$ cat config.mk
export PLATFORM = sky130hd
export DESIGN_NAME = lsu_ctrl
export DESIGN_NICKNAME = d
export VERILOG_FILES = /design/src/rtl/lsu_ctrl.sv
export SDC_FILE = /design/constraint.sdc
export NUM_CORES = 1
export LEC_CHECK = 0
export ABC_AREA = 1
export CORE_AREA = 5 5 110 112
export CTS_BUF_LIST = sky130_fd_sc_hd__clkbuf_4
export CTS_CLUSTER_SIZE = 12
export DETAILED_ROUTE_END_ITERATION = 7
export DIE_AREA = 0 0 115 117
export GPL_TIMING_DRIVEN = 0
export PLACE_DENSITY = 0.87
export SLEW_MARGIN = 25
export SYNTH_ARGS = -nofsm -noshare
export SYNTH_HDL_FRONTEND = slang
export SYNTH_SLANG_ARGS = --single-unit
$ cat constraint.sdc
create_clock -name CLK -period 4.3 [get_ports CLK]
set_input_delay 0.645 -clock CLK [delete_from_list [all_inputs] [get_ports CLK]]
set_output_delay 0.645 -clock CLK [all_outputs]
set_load 0.03 [all_outputs]
$ cat src/rtl/lsu_ctrl.sv
// rtl/lsu_ctrl.sv - load/store unit bridging decoder memory controls to a single-port data bus
//
// Ports:
//   CLK, RST                   clock (rising edge), synchronous active-high reset
//   MEM_READ, MEM_WRITE        access request from the decoder (write wins when both set)
//   BYTE_SEL, SIGN             access size (00 byte, 01 half, 1x word) and load extension
//   ADDR, WDATA                byte address and store data from execute
//   STALL                      holds the pipeline while an access is in flight
//   RDATA, RDATA_VALID         extended load result and its one-cycle completion pulse
//   MISALIGNED, BUS_ERR        one-cycle pulses for rejected and timed-out accesses
//   BUS_REQ .. BUS_WDATA       request side of the data-memory bus
//   BUS_ACK, BUS_RDATA         response side of the data-memory bus

module lsu_ctrl #(
  parameter int TIMEOUT_CYCLES = 16
) (
  input  logic        CLK,
  input  logic        RST,
  input  logic        MEM_READ,
  input  logic        MEM_WRITE,
  input  logic [1:0]  BYTE_SEL,
  input  logic        SIGN,
  input  logic [31:0] ADDR,
  input  logic [31:0] WDATA,
  output logic        STALL,
  output logic [31:0] RDATA,
  output logic        RDATA_VALID,
  output logic        MISALIGNED,
  output logic        BUS_ERR,
  output logic        BUS_REQ,
  output logic        BUS_WE,
  output logic [31:0] BUS_ADDR,
  output logic [3:0]  BUS_WSTRB,
  output logic [31:0] BUS_WDATA,
  input  logic        BUS_ACK,
  input  logic [31:0] BUS_RDATA
);

  typedef enum logic [1:0] {IDLE, BUSY, DONE} state_t;

  state_t      state_q, state_d;
  logic [7:0]  cnt_q, cnt_d;
  logic        bus_req_q, bus_req_d;
  logic        bus_we_q, bus_we_d;
  logic [31:0] bus_addr_q, bus_addr_d;
  logic [3:0]  bus_wstrb_q, bus_wstrb_d;
  logic [31:0] bus_wdata_q, bus_wdata_d;
  logic        is_byte_q, is_byte_d;
  logic        is_half_q, is_half_d;
  logic        sign_q, sign_d;
  logic [1:0]  addr_lo_q, addr_lo_d;
  logic [31:0] rdata_q, rdata_d;
  logic        rdata_valid_q, rdata_valid_d;
  logic        misaligned_q, misaligned_d;
  logic        bus_err_q, bus_err_d;

  logic        req_in;
  logic        size_byte;
  logic        size_half;
  logic        misal_in;
  logic [3:0]  strb_in;
  logic [31:0] wdata_in;
  logic [31:0] rd_shifted;
  logic [31:0] load_ext;

  localparam logic [7:0] TIMEOUT_LAST = 8'(TIMEOUT_CYCLES - 1);

  // Request decode and store-side alignment from the live inputs.
  always_comb begin
    req_in    = MEM_READ | MEM_WRITE;
    size_byte = (BYTE_SEL == 2'b00);
    size_half = (BYTE_SEL == 2'b01);
    misal_in  = size_half ? ADDR[0] : (!size_byte && (ADDR[1:0] != 2'b00));
    strb_in   = 4'b1111;
    wdata_in  = WDATA;
    if (size_byte) begin
      strb_in  = 4'b0001 << ADDR[1:0];
      wdata_in = {4{WDATA[7:0]}};
    end else if (size_half) begin
      strb_in  = ADDR[1] ? 4'b1100 : 4'b0011;
      wdata_in = {2{WDATA[15:0]}};
    end
  end

  // Load-side lane extraction uses the latched address and size, not the live inputs.
  always_comb begin
    rd_shifted = BUS_RDATA >> {addr_lo_q, 3'b000};
    if (is_byte_q) begin
      load_ext = {{24{sign_q & rd_shifted[7]}}, rd_shifted[7:0]};
    end else if (is_half_q) begin
      load_ext = {{16{sign_q & rd_shifted[15]}}, rd_shifted[15:0]};
    end else begin
      load_ext = BUS_RDATA;
    end
  end

  always_comb begin
    state_d       = state_q;
    cnt_d         = cnt_q;
    bus_req_d     = bus_req_q;
    bus_we_d      = bus_we_q;
    bus_addr_d    = bus_addr_q;
    bus_wstrb_d   = bus_wstrb_q;
    bus_wdata_d   = bus_wdata_q;
    is_byte_d     = is_byte_q;
    is_half_d     = is_half_q;
    sign_d        = sign_q;
    addr_lo_d     = addr_lo_q;
    rdata_d       = rdata_q;
    rdata_valid_d = 1'b0;
    misaligned_d  = 1'b0;
    bus_err_d     = 1'b0;

    case (state_q)
      IDLE: begin
        if (req_in) begin
          bus_we_d    = MEM_WRITE;
          bus_addr_d  = {ADDR[31:2], 2'b00};
          bus_wstrb_d = MEM_WRITE ? strb_in : 4'b0000;
          bus_wdata_d = wdata_in;
          is_byte_d   = size_byte;
          is_half_d   = size_half;
          sign_d      = SIGN;
          addr_lo_d   = ADDR[1:0];
          cnt_d       = 8'd0;
          if (misal_in) begin
            // Rejected without touching the bus; the pulse lands in DONE.
            state_d      = DONE;
            misaligned_d = 1'b1;
          end else begin
            state_d   = BUSY;
            bus_req_d = 1'b1;
          end
        end
      end
      BUSY: begin
        if (BUS_ACK) begin
          state_d   = DONE;
          bus_req_d = 1'b0;
          cnt_d     = 8'd0;
          if (!bus_we_q) begin
            rdata_d       = load_ext;
            rdata_valid_d = 1'b1;
          end
        end else if (cnt_q == TIMEOUT_LAST) begin
          // cnt_q counts unanswered request cycles already spent, so this is the last one.
          state_d   = DONE;
          bus_req_d = 1'b0;
          cnt_d     = 8'd0;
          bus_err_d = 1'b1;
          rdata_d   = 32'd0;
        end else begin
          cnt_d = cnt_q + 8'd1;
        end
      end
      DONE: begin
        // Decoder controls are still asserted here; ignoring them prevents a replay.
        state_d = IDLE;
      end
      default: begin
        state_d = IDLE;
      end
    endcase
  end

  always_ff @(posedge CLK) begin
    if (RST) begin
      state_q       <= IDLE;
      cnt_q         <= 8'd0;
      bus_req_q     <= 1'b0;
      bus_we_q      <= 1'b0;
      bus_addr_q    <= 32'd0;
      bus_wstrb_q   <= 4'b0000;
      bus_wdata_q   <= 32'd0;
      is_byte_q     <= 1'b0;
      is_half_q     <= 1'b0;
      sign_q        <= 1'b0;
      addr_lo_q     <= 2'b00;
      rdata_q       <= 32'd0;
      rdata_valid_q <= 1'b0;
      misaligned_q  <= 1'b0;
      bus_err_q     <= 1'b0;
    end else begin
      state_q       <= state_d;
      cnt_q         <= cnt_d;
      bus_req_q     <= bus_req_d;
      bus_we_q      <= bus_we_d;
      bus_addr_q    <= bus_addr_d;
      bus_wstrb_q   <= bus_wstrb_d;
      bus_wdata_q   <= bus_wdata_d;
      is_byte_q     <= is_byte_d;
      is_half_q     <= is_half_d;
      sign_q        <= sign_d;
      addr_lo_q     <= addr_lo_d;
      rdata_q       <= rdata_d;
      rdata_valid_q <= rdata_valid_d;
      misaligned_q  <= misaligned_d;
      bus_err_q     <= bus_err_d;
    end
  end

  // STALL must rise in the request cycle itself, so it cannot come from a flop.
  assign STALL       = !RST && (((state_q == IDLE) && req_in) || (state_q == BUSY));
  assign RDATA       = rdata_q;
  assign RDATA_VALID = rdata_valid_q;
  assign MISALIGNED  = misaligned_q;
  assign BUS_ERR     = bus_err_q;
  assign BUS_REQ     = bus_req_q;
  assign BUS_WE      = bus_we_q;
  assign BUS_ADDR    = bus_addr_q;
  assign BUS_WSTRB   = bus_wstrb_q;
  assign BUS_WDATA   = bus_wdata_q;

endmodule
======== Word level (Yosys, flattened, before mapping) ========
Index checks and enable logic that the tools add are counted.
storage, ports and cells
  register bits after elaboration ......... 118
  input port bits ......................... 104
  output and inout port bits .............. 106
  word-level logic and storage cells ...... 80
cells by class
  $add $sub $neg .......................... 1
  eq/ne operators ......................... 7
  shifts and indexed selects .............. 2
  muxes and demuxes ....................... 29
  bitwise logic cells ..................... 7
  reduce and logical (&&, ||, !) cells .... 19
operators by type and width
  kind                                                               count
  32-bit two-way mux                                                 7
  32-bit by 5-bit right shift with 16-bit output                     1
  8-bit two-way mux                                                  3
  4-bit two-way mux                                                  4
  8-bit one-hot mux with 2 select lines                              1
  3-bit OR reduction                                                 3
  8-bit by 1-bit adder with 8-bit output, second input constant      1
  8-bit by 4-bit == test with 1-bit output, second input constant    1
  1-bit two-way mux                                                  8
  2-bit two-way mux                                                  4
  2-bit != test, second input constant                               3
  2-bit AND reduction                                                3
  2-bit nonzero test                                                 3
  2-bit by 1-bit == test with 1-bit output, second input constant    2
  2-bit zero test                                                    2
  1-bit NOT                                                          4
  2-bit one-hot mux with 2 select lines                              1
  4-bit AND reduction                                                1
  1-bit by 2-bit << shifter with 4-bit output, first input constant  1
  1-bit logical AND                                                  3
  3-bit != test, second input constant                               1
  3-bit AND reduction                                                1
  1-bit bitwise AND                                                  2
  1-bit zero test                                                    2
  3 further kinds                                                    3

======== Logic depth before layout (Yosys ltp) ========
Gate-level depths: netlist of the first run.
  word-level depth ........................ 7
  depth in mapped cells ................... 13
  depth with buffers taken out ............ 11

======== Worst setup path after synthesis of the first run ========
OpenSTA, ideal clock, no wires.
  path kind ............................... input port to output port
  start point ............................. input port MEM_WRITE
  end point ............................... output port STALL
  arrival ................................. 1463 ps
  required time ........................... 3655 ps
  setup slack ............................. 2192 ps
  stages on the path ...................... 5
  buffers on the path ..................... 0
  cell sequence ........................... or2_1 nand2_4 nand2_2 inv_2 nor2_1
on the way
  cells in the longest elaborated chain, start to end .. 4
ends and longest elaborated chain
  item               RTL line  RTL
  start, declared    20        input logic MEM_WRITE,
  1-bit OR           70        req_in = MEM_READ | MEM_WRITE;
  1-bit logical AND  203       assign STALL = !RST && (((state_q == IDLE) && req_in) || (state_q == BUSY));
  1-bit logical OR   203
  1-bit logical AND  203
  end, declared      25        output logic STALL,
Every way passes these cells.

======== Worst setup path in the final report of the first run ========
Ends and elaborated chain as after synthesis.

==> results of run 1 <==
==> synthesized netlist by cell type, drive strengths merged <==
cell type,number,share of area [%]
a211oi,1,0.15
a21oi,51,5.0
a22oi,7,1.0
a31oi,16,1.9
buf,32,4.1
clkbuf,16,1.2
clkinv,1,0.073
conb,1,0.073
dfxtp,118,46
ha,1,0.24
inv,41,3.0
nand2,141,11
nand3,36,3.8
nand4,19,2.3
nor2,111,8.5
nor3,1,0.097
nor4,1,0.12
o21ai,98,9.6
o221ai,2,0.34
o22ai,6,0.73
or2,4,0.49
xor2,4,0.68
==> path summary, 6_finish.rpt <==
| check | startpoint | endpoint |
|---|---|---|
| worst min-delay path | RDATA[26] | RDATA[26] |
| worst max register to register | cnt_q[0] | RDATA[3] |
| worst max-delay path | MEM_WRITE | STALL |
| worst min register to register | RDATA[26] | RDATA[26] |
==> logic make-up (layout without fill, tap and decap cells) <==
| family | after synthesis | in the layout | share of synthesized area (%) |
|---|---|---|---|
| other cells | 1 | 2 | 0.0728 |
| flops | 118 | 118 | 45.8 |
| xor+xnor | 4 | 4 | 0.680 |
| simple gates | 313 | 313 | 26.0 |
| fa+ha+maj | 1 | 1 | 0.243 |
| compound gates | 181 | 181 | 18.8 |
| buf+inv | 90 | 327 | 8.38 |
==> sequential cells by signal, indices dropped and copies added (netlist names) <==
signal,count
BUS_WDATA,32
RDATA,32
BUS_ADDR,30
cnt_q,8
BUS_WSTRB,4
addr_lo_q,2
state_q,2
BUS_ERR,1
BUS_REQ,1
BUS_WE,1
MISALIGNED,1
RDATA_VALID,1
is_byte_q,1
is_half_q,1
sign_q,1
==> area by class of cell <==
type                    instances  area [um^2]
multi-input cells             501         2360
well taps                     143          179
flip-flops and latches        118         2360
clock inverters                15          185
fillers                       949         3430
clock buffers                  17          128
repair buffers                205         2050
inverters                      42          160
plain buffers                  48          272
==> power groups by stage <==
| stage | sequential (mW) | combinational (mW) | clock, mW |
|---|---|---|---|
| after floorplan | 1.50 | 0.400 | 0 |
| after global placement | 1.29 | 1.04 | 0 |
| after detailed placement | 1.30 | 1.05 | 0 |
| after CTS | 1.27 | 1.06 | 0.897 |
| after global routing | 1.29 | 1.14 | 0.944 |
| final | 1.27 | 1.06 | 0.889 |
==> routing by layer <==
metal	GRT usage (%)	wire (um)
met5	0	0
met4	11.6	559
met3	9.67	1750
met2	42.4	7890
met1	28.3	6790
==> metrics by stage <==
stage / hold slack (ps) / cells / area [um^2]
after floorplan: 449 / 709 / 5160
after global placement: 451 / 1057 / 7390
after detailed placement: 454 / 1057 / 7390
after CTS: 454 / 1089 / 7700
after global routing: 461 / 1089 / 7700
final: 471 / 1089 / 7700
==> worst max-delay path, stage by stage <==
cell             delay [ps]
clkdlybuf4s50_1         470
or2_1                   160
nand2_4                 130
nand2_2                 180
inv_2                    70
nor2_1                  100
clkdlybuf4s50_1         680
==> impl_results.md, run 1 <==
* IO Pins at between 200 and 250
* Switching Share at between 30% and 40%
* Outcome: completed
* HPWL reported at the end of detailed placement at around 13 mm
* Vias at roughly 5600
* Setup TNS at 0 ps
* Peak VDD IR at 256 uV
* CP Capture Type: primary output
* Register clock-pin slew on the reported worst setup and hold paths at roughly 110 ps
* Core ar. at about 11000 um^2
* Global Route Usage Sum at 25.2%
* Cell Rows at 39
* WL/cell at around 16 um
* Port Buf Inserts at slightly above 200
* Clock power frac at approximately 28%
* Final period util at about 70%
* Initial DRT Pass Iterations at 5
* Post-synthesis sequential area ratio at between 40% and 50%
* Most frequent cells in the layout: clkdlybuf4s50_1, nand2_1, dfxtp_1
* Root buffer cell: clkbuf_4
* Post-layout util at between 60% and 70%
* Max-cap violations at 0
* Max Fclk at 324 MHz
* Power Total at 3.22 mW
* Hold_buf cts at 0
* Layout cells sized above 1 at a little under a tenth
* Relative slew slack at between 50% and 60%
* Fin. Hold Viols at 0
* Crit Path Max Fanout at 10
* Initial antenna violation count at 0
* Final WS setup at 1210 ps
* Vias in the first global route at between 5000 and 6000
* Flip-flop and latch count after synthesis at between 100 and 150
* Grt total ovfl at 0
* Commonest non-fill, non-tap cell in the layout: clkdlybuf4s50_1
* Cell area power density at 418 nW/um^2
* Area delta synth->final at 49.4%
* Routed vias/inst at ~5.2
* DRT iter0 DRCs at just over 300
* Sequential share of power at 39.5%
* Avg Inst Size Synth at around 7.3 um^2
* Hold depth at 2
* Die area at 13500 um^2
* Switching power at 1.13 mW
* Gp weighted congestion at 0.887
* Die Height at 117 um
* Syn Std Cell Area at slightly above 5000 um^2
* Leak at 3.10 nW
* Num Clock Sinks at roughly 120
* CP Class: primary input to primary output
* Max-slew violation count at 0
* CP Launch Type: primary input
* Int Pwr at 2.08 mW
* First-pass GRT wire length at ~26 mm
* Fin crit period at between 3000 and 4000 ps
* Total of warnings raised by yosys at 0
* Syn Inst Count at around 710
* RSZ-0062 raised after global routing: false
* Die W at approximately 120 um
* Reg2reg path depth at 9
* Arr. time, crit path at 2440 ps
* Worst Max-Slew Pin Slew at approximately 620 ps
* Synth cell types at 35
* WL final at 17.0 mm
* Post-place setup slack at between 1000 and 1500 ps
* Flop2flop setup slack at 2630 ps
* Antenna Cells at 0
* Post-CTS sizing at 0
* Clk_skew at between 15 and 20 ps
* Num CTS Buffers at 17
* Starting Density at roughly 46%
* Drc violations at 0
* H-tree levels at 4
* Worst-skew pair later-pin latency at ~530 ps
* Final setup fails at 0
* Required @ worst endpoint at ~3700 ps
* Hold Crit Class: flop to flop
* Largest net degree at the start of global routing at 17
* Gate power share at 32.8%
* Clk buf depth at 2
* Nets at approximately 1000
* CTS tree: built
* Post-CTS setup buffer count at 0
* DRT antenna net count at 0
Note: power is estimated with default switching activity, not from simulation.
==> run 2, diff against run 1 <==
Settings changed: CORE_AREA 5 5 110 112 to 5 5 114 116, DIE_AREA 0 0 115 117 to 0 0 119 121, PLACE_DENSITY 0.87 to 0.81.
Clock period 4.3 ns to 3.2 ns, I/O delays scaled along.
==> run 2 against run 1 <==
Against the previous run:
- non-clock buffer count is the same
- flip-flop and latch count is the same
- register-to-register slack lost 1100 ps
- final cell count grew 0.55%
- first-iteration DRC count grew 22%
- sequential share of layout area grew 0.11 points
- setup slack lost 750 ps
- global-route usage shrank 1.6 points
- core utilization shrank 4.3 points
- total power grew 30%
- count of clock-buffer cells in the layout grew 2
- sequential power grew 35%
- critical path type unchanged
- critical endpoint unchanged
- largest cell class unchanged
- largest power group unchanged
==> impl_results.md, run 2 (synthesis gave the netlist of run 1 again) <==
* Grt total ovfl at 0 (unchanged)
* Gate power share at 33.9% (was 32.8%)
* Starting Density at 43.6% (was 46.3%)
* Arr. time, crit path at 2260 ps (was 2440 ps)
* Critical Path Most Common Cell: clkdlybuf4s50_1 (unchanged)
* Reg2reg path depth at 9 (unchanged)
* Num Clock Sinks at 118 (unchanged)
* Global Route Usage Sum at 23.5% (was 25.2%)
* Leak at 3.09 nW (was 3.10 nW)
* WL final at 17.1 mm (was 17.0 mm)
* Required @ worst endpoint at 2720 ps (was 3650 ps)
* Gp weighted congestion at 0.941 (was 0.887)
* Max Fclk at about 370 MHz
* Worst reg2reg startpoint: cnt_q[0] (unchanged)
* Hold depth at 3 (was 2)
* Switching Share at 36.3% (was 35.2%)
* Worst Path Buf+Inv at 3 (unchanged)
* Vias at 5623 (was 5643)
* Largest net degree at the start of global routing at 17 (unchanged)
* Root buffer cell: clkbuf_4 (unchanged)
* Drc violations at 0 (unchanged)
* Vias in the first global route at 5381 (was 5563)
* Most frequent cells in the layout: clkdlybuf4s50_1, nand2_1, dfxtp_1 (unchanged)
* Min-delay src: BYTE_SEL[1] (was RDATA[26])
* Register clock-pin slew on the reported worst setup and hold paths at 110 ps (about the same)
* Slowest Stage Delay on Critical Path at 680 ps (about the same)
* Max-slew violation count at 0 (unchanged)
* Die W at 119 um (was 115 um)
* IO Pins at 210 (unchanged)
* Core ar. at 11800 um^2 (was 11100 um^2)
* Max-cap violations at 0 (unchanged)
* Int Pwr at 2.67 mW (was 2.08 mW)
* HPWL reported at the end of detailed placement at 13.3 mm (was 13.2 mm)
* Fin crit period at around 2700 ps
* Die Height at 121 um (was 117 um)
* Worst Hold End: BUS_WDATA[16] (was RDATA[26])
* Flop2flop setup slack at 1530 ps (was 2630 ps)
* First-pass GRT wire length at 27.0 mm (was 26.4 mm)
* CP Capture Type: primary output (unchanged)
* Num CTS Buffers at 17 (unchanged)
* Slowest CP cell: clkdlybuf4s50_1 (unchanged)
* Clk buf depth at 2 (unchanged)
* Hold Crit Class: primary input to flop (was flop to flop)
* Initial antenna violation count at 1 (was 0)
* Setup TNS at 0 ps (unchanged)
* Relative slew slack at 60.9% (was 58.8%)
* CP Class: primary input to primary output (unchanged)
* Final setup fails at 0 (unchanged)
* Routed vias/inst at 5.14 (was 5.18)
* Sequential share of power at 40.8% (was 39.5%)
* Flip-flop and latch area at 2360 um^2 (unchanged)
* Delay-heaviest family, CP: buffers and inverters (unchanged)
* # fillers at 1060 (was 949)
* Fin cells at 1095 (was 1089)
* CTS tree: built (unchanged)
* Area delta synth->final at 48.9% (was 49.4%)
* Fin. Hold Viols at 0 (unchanged)
* Post-CTS setup buffer count at 0 (unchanged)
* Die area at 14400 um^2 (was 13500 um^2)
* Outcome: completed (unchanged)
* Post-CTS sizing at 0 (unchanged)
* Commonest non-fill, non-tap cell in the layout: clkdlybuf4s50_1 (unchanged)
* Worst-skew pair later-pin latency at 510 ps (was 530 ps)
* Nets at 1038 (unchanged)
* Placed insts at 1061 (was 1057)
* Footprint of the multi-input gates at 2360 um^2 (unchanged)
* Crit Path Max Fanout at 10 (unchanged)
* WL/cell at 15.6 um (about the same)
* Crit path cell chain: clkdlybuf4s50_1 > or2_1 > nand2_4 > nand2_2 > inv_2 > nor2_1 > clkdlybuf4s50_1 (unchanged)
* Cell Rows at 40 (was 39)
* CP Launch Type: primary input (unchanged)
* Hold_buf cts at 0 (unchanged)
* Worst Max-Slew Pin Slew at 587 ps (was 618 ps)
* DRT antenna net count at 0 (unchanged)
* Initial DRT Pass Iterations at 7 (was 5)
* H-tree levels at 4 (unchanged)
* Layout cells sized above 1 at 9.41% (was 9.09%)
* Switching power at 1.52 mW (was 1.13 mW)
* RSZ-0062 raised after global routing: false (unchanged)
* Clock power frac at 25.3% (was 27.6%)
* Cell area power density at 546 nW/um^2 (was 418 nW/um^2)
* Peak VDD IR at 444 uV (was 256 uV)
* Final period util at 85.5%
* Clk_skew at 19.5 ps (was 17.9 ps)
* DRT iter0 DRCs at 369 (was 303)
* Port Buf Inserts at 205 (unchanged)
* Reg2reg end: RDATA[3] (unchanged)
[run 2: changes by cell type in the layout (fill, tap and decap cells not counted), sizes merged]
cell	before	now
bufinv	4	2
clkbuf	33	35
diode	0	2
[run 2: layer usage]
metal  share of wire (%)  global-route usage [%]  up-vias
li1                    -                       -     2812
met1                  39                    26.7     2524
met2                  48                    40.0      264
met3                  11                    10.2       23
met4                 1.3                    7.24        0
met5                   0                       0        -
[run 2: metrics by stage]
step	hold slack [ps]	util, %	cell area [um^2]	power (mW)	setup slack (ps)
final	331	65.0	7670	4.19	464
after global routing	311	65.0	7670	4.40	312
after CTS	295	64.9	7670	4.20	445
after detailed placement	458	62.6	7390	3.16	450
after global placement	453	62.6	7390	3.14	444
after floorplan	449	-	5160	2.56	1420
[run 2: area by class of cell]
class | instances | area share (%)
Sequential cell | 118 | 30.8
Clock buffer | 19 | 1.86
Antenna cell | 2 | 0.0652
Clock inverter | 13 | 1.73
Inverter | 42 | 2.09
Timing Repair Buffer | 205 | 26.7
Buffer | 48 | 3.54
Tap cell | 147 | 2.40
Multi-Input combinational cell | 501 | 30.8
[run 2: how the worst max path moves through the flow]
stage                       end  slack [ps]       from  cells after the start
after floorplan           STALL        1420  MEM_WRITE                      5
after global placement    STALL         440  MEM_WRITE                      7
after detailed placement  STALL         450  MEM_WRITE                      7
after CTS                 STALL         440  MEM_WRITE                      7
after global routing      STALL         310  MEM_WRITE                      7
final                     STALL         460  MEM_WRITE                      7
[run 2: tightest hold or removal path: stages]
cell and delay [ps]:
buf_2 180, nand2_1 80, a31oi_1 70
[run 2: power groups by stage]
stage	combinational, mW	sequential, mW	clock, mW
2_1_floorplan	0.538	2.02	0
3_3_place_gp	1.41	1.74	0
3_5_place_dp	1.41	1.74	0
4_1_cts	1.42	1.71	1.07
5_1_grt	1.53	1.73	1.13
6_report	1.42	1.71	1.06
==> run 3, diff against run 2 <==
Settings changed: ABC_AREA 1 to default.
==> run 3 against run 2 <==
Against the previous run:
- synthesized cell count shrank 15%
- flip-flop and latch count stayed put
- synthesized area increased by 0.41%
- global-route usage rose by 0.84 points
- maximum frequency down 8.2%
- clock power is 16% higher
- clock skew fell by 5.1 ps
- first-iteration DRC count is 11% lower
- routed wire length grew 4.0%
- setup slack got worse by 240 ps
==> impl_results.md, run 3 <==
* Reg2reg path depth at 4 (was 9)
* Synth cell types at 47 (was 35)
* Root buffer cell: clkbuf_4 (unchanged)
* Leak at 2.85 nW (was 3.09 nW)
* WL final at 17.8 mm (was 17.1 mm)
* First-pass GRT wire length at 27.9 mm (was 27.0 mm)
* Post-synthesis async set-or-reset flop share at 0% (unchanged)
* Fin cells at 987 (was 1095)
* Top cells by count, synth: nand2_1, dfxtp_1, a21oi_1 (was nand2_1, dfxtp_1, nor2_1)
* Hold Crit Class: primary input to flop (unchanged)
* Initial antenna violation count at 0 (was 1)
* Die Height at 121 um (unchanged)
* Starting Density at 43.8% (was 43.6%)
* Largest family of logic cells by synthesized area: compound AO/OA/AOI/OAI gates (was simple AND/OR/NAND/NOR gates)
* Initial DRT Pass Iterations at 5 (was 7)
* Core ar. at 11800 um^2 (unchanged)
* Power Total at 4.02 mW (was 4.19 mW)
* DRT antenna net count at 0 (unchanged)
* CTS tree: built (unchanged)
* Most frequent cells in the layout: clkdlybuf4s50_1, nand2_1, dfxtp_1 (unchanged)
* Placed insts at 955 (was 1061)
* Avg Inst Size Synth at 8.61 um^2 (was 7.28 um^2)
* Num CTS Buffers at 17 (unchanged)
* Relative slew slack at 51.1% (was 60.9%)
* Vias in the first global route at 5533 (was 5381)
* Cell area power density at 519 nW/um^2 (was 546 nW/um^2)
* Commonest non-fill, non-tap cell in the layout: clkdlybuf4s50_1 (unchanged)
* Cell with the most instances after synthesis: nand2_1 (unchanged)
* Fin crit period at 2980 ps (was 2740 ps)
* Nets at 932 (was 1038)
* Vias at 5453 (was 5623)
* Grt total ovfl at 0 (unchanged)
* Compound-Gate Fraction of Synth Area at 26.1% (was 18.8%)
* Worst Max-Slew Pin Slew at 728 ps (was 587 ps)
* CP Class: primary input to primary output (unchanged)
* Peak VDD IR at 376 uV (was 444 uV)
* Global Route Usage Sum at 24.4% (was 23.5%)
* Fin. Hold Viols at 0 (unchanged)
* Total of warnings raised by yosys at 0 (unchanged)
* Hold depth at 4 (was 3)
* Synth Area in Adders at 0.242% (was 0.243%)
* Syn Std Cell Area at 5170 um^2 (was 5150 um^2)
* Clk buf depth at 2 (unchanged)
* WL/cell at 18.0 um (was 15.6 um)
* Synth Area in Simple Gates at 16.4% (was 26.0%)
* Layout cells sized above 1 at 8.33% (was 9.41%)
* Worst reg2reg startpoint: is_half_q (was cnt_q[0])
* Port Buf Inserts at 206 (was 205)
* Area delta synth->final at 49.7% (was 48.9%)
* Post-synth top area share at 45.7% (was 45.8%)
* Critical path launch point: RST (was MEM_WRITE)
* Final setup fails at 0 (unchanged)
* IO Pins at 210 (unchanged)
* Max-slew violation count at 0 (unchanged)
* Max-cap violations at 0 (unchanged)
* Top_reg_cell synth: dfxtp_1 (unchanged)
* RSZ-0062 raised after global routing: false (unchanged)
* Min-delay src: BYTE_SEL[0] (was BYTE_SEL[1])
* Drc violations at 0 (unchanged)
* Routed vias/inst at 5.52 (was 5.14)
* Post-place setup slack at -29.5 ps (was 450 ps)
* CP Capture Type: primary output (unchanged)
* Required @ worst endpoint at 2720 ps (about the same)
* Register clock-pin slew on the reported worst setup and hold paths at 100 ps (was 110 ps)
* Die area at 14400 um^2 (unchanged)
* Die W at 119 um (unchanged)
* Worst-skew pair later-pin latency at 560 ps (was 510 ps)
* Outcome: completed (unchanged)
* Flip-flop and latch count after synthesis at 118 (unchanged)
* Cell type contributing the most total cell area after synthesis: dfxtp_1 (unchanged)
* Gp weighted congestion at 0.884 (was 0.941)
* Largest net degree at the start of global routing at 17 (unchanged)
* Cell Rows at 40 (unchanged)
* # fillers at 1007 (was 1060)
* Crit Path Max Fanout at 10 (unchanged)
* CP Launch Type: primary input (unchanged)
* Post-CTS setup buffer count at 0 (unchanged)
* Final WS setup at 220 ps (was 464 ps)
* Synth top area cells: dfxtp_1, nand2_1, a21oi_1 (was dfxtp_1, nand2_1, o21ai_0)
* Final period util at 93.1% (was 85.5%)
* Syn Inst Count at 601 (was 708)
* HPWL reported at the end of detailed placement at 13.8 mm (was 13.3 mm)
* Post-synthesis sequential area ratio at 45.7% (was 45.8%)
* Max Fclk at 336 MHz (was 366 MHz)
* Post-synth EDFFs at 0 (unchanged)
* Num Clock Sinks at 118 (unchanged)
* Xor/xnor share of the synthesized area at 1.02% (was 0.680%)
* DRT iter0 DRCs at 329 (was 369)
* Antenna Cells at 0 (was 2)
* Multiplexer share of the synthesized area at 5.47% (was 0%)
* Arr. time, crit path at 2500 ps (was 2260 ps)
* Hold_ws at 418 ps (was 331 ps)
* Clk_skew at 14.4 ps (was 19.5 ps)
* H-tree levels at 4 (unchanged)
## run 3: stage by stage
step	util, %	setup TNS, ps	cell area, um^2
final	65.6	0	7750
after global routing	65.6	0	7750
after CTS	65.6	0	7750
after detailed placement	62.8	-29.5	7420
after global placement	62.8	0	7420
after floorplan	-	0	5180
## run 3: final timing paths
path	end	slack (ps)
max	STALL	220
min	is_half_q	420
min reg2reg	BUS_ADDR[24]	460
max reg2reg	RDATA[10]	1320
## run 3: final cells by class
type | count | area, um^2 | share of cell area [%]
Sequential cell | 118 | 2360 | 30.5
Inverter | 4 | 16.3 | 0.210
Multi-Input combinational cell | 429 | 2550 | 33.0
Timing Repair Buffer | 206 | 2060 | 26.6
Clock inverter | 14 | 188 | 2.42
Clock buffer | 18 | 135 | 1.74
Buffer | 51 | 246 | 3.18
Tap cell | 147 | 184 | 2.37
## run 3: critical path, cell delays in order
cell             delay [ps]
clkdlybuf4s50_1         490
clkbuf_1                440
clkbuf_2                380
nor2_1                  100
clkdlybuf4s50_1         600
## run 3: per-layer routing
metal / up-vias / routed length (um) / track usage, %
li1: 2594 / - / -
met1: 2571 / 7080 / 26.9
met2: 246 / 8600 / 41.7
met3: 42 / 1560 / 9.14
met4: 0 / 560 / 10.9
met5: - / 0 / 0
## run 3: report_power, final
part           total [mW]  switching [mW]  internal (mW)
sequential           1.66          0.0691           1.59
combinational        1.13           0.659          0.474
clock                1.23           0.547          0.687
## run 3: cells by family after synthesis
family,after synthesis
AND/OR/NAND/NOR,197
buffers and inverters,55
XOR/XNOR,6
flip-flops,118
multiplexers,27
adder cells (fa/ha/maj),1
AO/OA/AOI/OAI,196
other,1
## run 3: what timing repair did
item	in CTS	in global routing
resized for setup	1	0
setup endpoints to repair	1	0
hold buffers	0	0
